## src/rtl/id_hazard_scoreboard.sv

```systemverilog
// id_hazard_scoreboard: decode-stage issue controller. Tracks architectural
// registers with a write in flight between issue and writeback, and blocks
// issue on RAW, WAW or when the outstanding-write budget is exhausted.
module id_hazard_scoreboard #(
  parameter int MAX_OUT = 4,
  parameter int CNT_W   = 4,
  parameter int STALL_W = 16
) (
  input  logic               clk,
  input  logic               rst,
  input  logic               id_valid,
  input  logic               rs1_r_ena,
  input  logic [4:0]         rs1_r_addr,
  input  logic               rs2_r_ena,
  input  logic [4:0]         rs2_r_addr,
  input  logic               rd_w_ena,
  input  logic [4:0]         rd_w_addr,
  input  logic               ex_ready,
  input  logic               wb_valid,
  input  logic [4:0]         wb_addr,
  input  logic               flush,
  output logic               issue,
  output logic               stall,
  output logic [31:0]        pending,
  output logic [CNT_W-1:0]   outstanding,
  output logic [STALL_W-1:0] stall_cycles
);

  logic [31:0]        pending_reg;
  logic [31:0]        pending_next;
  logic [CNT_W-1:0]   outstanding_reg;
  logic [CNT_W-1:0]   outstanding_next;
  logic [STALL_W-1:0] stall_cycles_reg;
  logic [STALL_W-1:0] stall_cycles_next;

  logic wr_eff;
  logic raw;
  logic waw;
  logic full;
  logic ret;
  logic set_en;

  // Hazard detection against the registered mask only (no writeback bypass)
  always_comb begin
    wr_eff = rd_w_ena & (rd_w_addr != 5'd0);
    raw    = (rs1_r_ena & pending_reg[rs1_r_addr]) |
             (rs2_r_ena & pending_reg[rs2_r_addr]);
    waw    = wr_eff & pending_reg[rd_w_addr];
    full   = wr_eff & (outstanding_reg == CNT_W'(MAX_OUT));
    stall  = id_valid & (raw | waw | full);
    issue  = id_valid & ~stall & ex_ready & ~flush;
    ret    = wb_valid & (wb_addr != 5'd0) & pending_reg[wb_addr];
    set_en = issue & wr_eff;
  end

  // x0 is never tracked
  assign pending_next[0] = 1'b0;

  // Per-register pending bit: flush clears, issue sets, retire clears (set wins)
  generate
    for (genvar gi = 1; gi < 32; gi++) begin : g_pend
      always_comb begin
        pending_next[gi] = pending_reg[gi];
        if (flush) begin
          pending_next[gi] = 1'b0;
        end else if (set_en && (rd_w_addr == 5'(gi))) begin
          pending_next[gi] = 1'b1;
        end else if (ret && (wb_addr == 5'(gi))) begin
          pending_next[gi] = 1'b0;
        end
      end
    end
  endgenerate

  // Outstanding counter follows the pending mask: +1 on tracked issue, -1 on retire
  always_comb begin
    outstanding_next = outstanding_reg;
    if (flush) begin
      outstanding_next = '0;
    end else begin
      case ({set_en, ret})
        2'b10:   outstanding_next = outstanding_reg + CNT_W'(1);
        2'b01:   outstanding_next = outstanding_reg - CNT_W'(1);
        default: outstanding_next = outstanding_reg;
      endcase
    end
  end

  // Saturating count of cycles where a valid instruction failed to issue
  always_comb begin
    stall_cycles_next = stall_cycles_reg;
    if (id_valid && !issue && !flush && !(&stall_cycles_reg)) begin
      stall_cycles_next = stall_cycles_reg + STALL_W'(1);
    end
  end

  // State registers with synchronous reset
  always_ff @(posedge clk) begin
    if (rst) begin
      pending_reg      <= '0;
      outstanding_reg  <= '0;
      stall_cycles_reg <= '0;
    end else begin
      pending_reg      <= pending_next;
      outstanding_reg  <= outstanding_next;
      stall_cycles_reg <= stall_cycles_next;
    end
  end

  assign pending      = pending_reg;
  assign outstanding  = outstanding_reg;
  assign stall_cycles = stall_cycles_reg;

endmodule

```

## config.mk

```make
export PLATFORM = sky130hd
export DESIGN_NAME = id_hazard_scoreboard
export DESIGN_NICKNAME = d
export VERILOG_FILES = /design/src/rtl/id_hazard_scoreboard.sv
export SDC_FILE = /design/constraint.sdc
export NUM_CORES = 1
export LEC_CHECK = 0
export CAP_MARGIN = 10
export CORE_MARGIN = 4
export CORE_UTILIZATION = 55
export DETAILED_ROUTE_END_ITERATION = 8
export GPL_TIMING_DRIVEN = 0
export PLACE_DENSITY_LB_ADDON = 0.08
export SYNTH_ARGS = -nofsm -noshare
export SYNTH_HDL_FRONTEND = slang
export SYNTH_SLANG_ARGS = --single-unit
```

## constraint.sdc

```tcl
create_clock -name clk -period 7.4 [get_ports clk]
set_clock_uncertainty 0.2 [all_clocks]
set_input_delay 1.48 -clock clk [delete_from_list [all_inputs] [get_ports clk]]
set_output_delay 1.48 -clock clk [all_outputs]
set_load 0.02 [all_outputs]
```

==> reports/results.ini <==
[logic_synthesis]
ys.flop_type=dfxtp_1
yosysUniqueCellTypes=60
ys_warn_count=0
ys_ff_latch=51
synth_edf_count=0
synth_nets=425
yosysSeqAreaShare=0.280
netlist_area_um2=3640
synth_cells=391
synth.avg_cell_area_um2=9.32
synth_async_sr_flop_share=0

[power]
ir_drop_v=0.000126
power_density_nw_per_um2=116
leakage_uw=0.00157

[place]
gp_congestion=0.882
dpl_cell_area_um2=4490
dp_hpwl_um=8400
dp_cells=543
port-buffer-count=75

[global_route]
use_met2=0.490
met3_usage=0.0535
grt_pass1_vias=3599
grt_pass1_wl_um=18000
grt_use_met1=0.368
grt_max_degree=16
grt.busiest_layer=met2
antenna_found_initial=0
grt-ovfl-total=0
track_usage=0.292

[drt]
vias=3695
drt-total-wl_um=11300
drc=0
drt_first_iter_violations=346
firstDrtPassIters=7
ant_nets=0
wl_per_cell_um=20.6
via_per_inst=6.71

[cts]
cts_sinks=51
post-cts-setup-buffers=0
cts-buffers-inserted=5
cts_tree=done
cts_root_buf=clkbuf_8
clock_path_buffers=2
cts_resized=0
clk_pin_slew_worst_paths_ns=0.09
h-tree-depth=2
insertion_delay_ns=0.31
hold_buffers=0

[finish]
layout_commonest_cell=clkdlybuf4s50_1
mostFrequentLayoutCells=75 x clkdlybuf4s50_1, 51 x dfxtp_1, 32 x o211ai_1
fillers=530
regArea_um2=1020
multi_input_area_um2=2450
fin_util=0.716
stdcell_count=551
antenna_cells=0
area_growth_pct=25.6
drive_gt1_frac=0.118
largest_reg_flops=31
final_area_um2=4580
num-nets-final=507

[critical_path]
worstSetupStartpoint=rs1_r_addr[1]
r2r_cells=14
critPathKind=in2out
critPathLaunchType=input port
worstReg2RegStart=pending[16]
required_ns=5.72
cp_max_fo=10
arrival_ns=4.71
endpoint_kind=output port

[min_path]
whs_path_depth=2
hp-class=reg2reg
min_from=outstanding[3]

[timing]
slew_headroom=0.601
period_share=0.864
clock.fmax_mhz=156
hold_violations=0
rsz0062_at_grt=no
setup_viol=0
drv_slew=0
max_slew.worst_pin.slew_ns=0.591
final.min_clock_period_ns=6.39
tns_ns=0

[floorplanning]
die_y_um=89.4
core-area_um2=6390
core.rowCount=29
design.die.area_um2=7990
die_w_um=89.4
boundaryPins=83
start_util=0.571

[run_status]
outcome=complete, no violations

[job]
max_cap_violations=0

where the power goes:
part	switching (uW)	total [uW]	internal, uW
Sequential	1.44	277	275
Clock	94.4	161	66.3
Combinational	52.5	91.3	38.8
Total	148	529	380
kinds of logic (layout without fill, tap and decap cells):
kind of cell | after synthesis | after routing | share of synthesized area
buffers and inverters | 36 | 119 | 0.0467
other | 1 | 1 | 0.00103
adders and majority gates | 5 | 5 | 0.0192
xor gates and xnor gates | 3 | 3 | 0.00721
and+or+nand+nor | 138 | 138 | 0.215
muxes | 57 | 57 | 0.242
AOI/OAI and AO/OA | 100 | 100 | 0.188
DFF | 51 | 51 | 0.280
critical path, stage by stage:
cell             delay (ns)
clkdlybuf4s50_1        0.51
buf_6                  0.19
mux4_2                 0.50
mux2_2                 0.29
nor3b_1                0.33
nor4b_4                0.11
nor4_2                 0.33
buf_6                  0.20
buf_6                  0.16
clkdlybuf4s50_1        0.61
stage by stage:
stage	power [uW]	hold WS, ns	worst slack, ns
after floorplan	339	0.359	2.33
after global placement	371	0.285	1.08
after detailed placement	372	0.300	1.05
after CTS	529	0.318	1.03
after global routing	549	0.349	0.863
final	529	0.311	1.01
area by class of cell:
class                      count  area share
timing repair buffer          75       0.164
clock inverter                 2     0.00273
clock buffer                   6      0.0159
buffer                        29      0.0314
tap                           77      0.0211
inverter                       7     0.00574
sequential                    51       0.223
multi-input combinational    304       0.536
worst paths after layout:
kind                    endpoint  slack [ns]
hold reg to reg   outstanding[3]        0.31
setup / recovery           issue        1.01
hold / removal    outstanding[3]        0.31
setup reg to reg  outstanding[3]        3.27
cell usage after synthesis (all sizes together), types with 5 or more instances:
master  count  share of area
dfxtp      51           0.28
o211ai     32          0.066
nor2       30          0.031
o21ai      28          0.038
mux4       23           0.14
nand2      23          0.024
nor2b      19          0.033
mux2       17          0.053
mux2i      17          0.047
clkbuf     15          0.015
buf        14          0.024
nand3      13          0.018
o31ai      10          0.021
a21oi       9          0.012
inv         7         0.0072
or3         7          0.012
nand3b      6          0.012
nand4       5         0.0086
per-layer routing:
layer,part of all wire,vias up
li1,-,1671
met3,0.082,57
met5,0,-
met1,0.40,1753
met2,0.48,214
met4,0.041,0
Note: power is estimated with default switching activity, not from simulation.
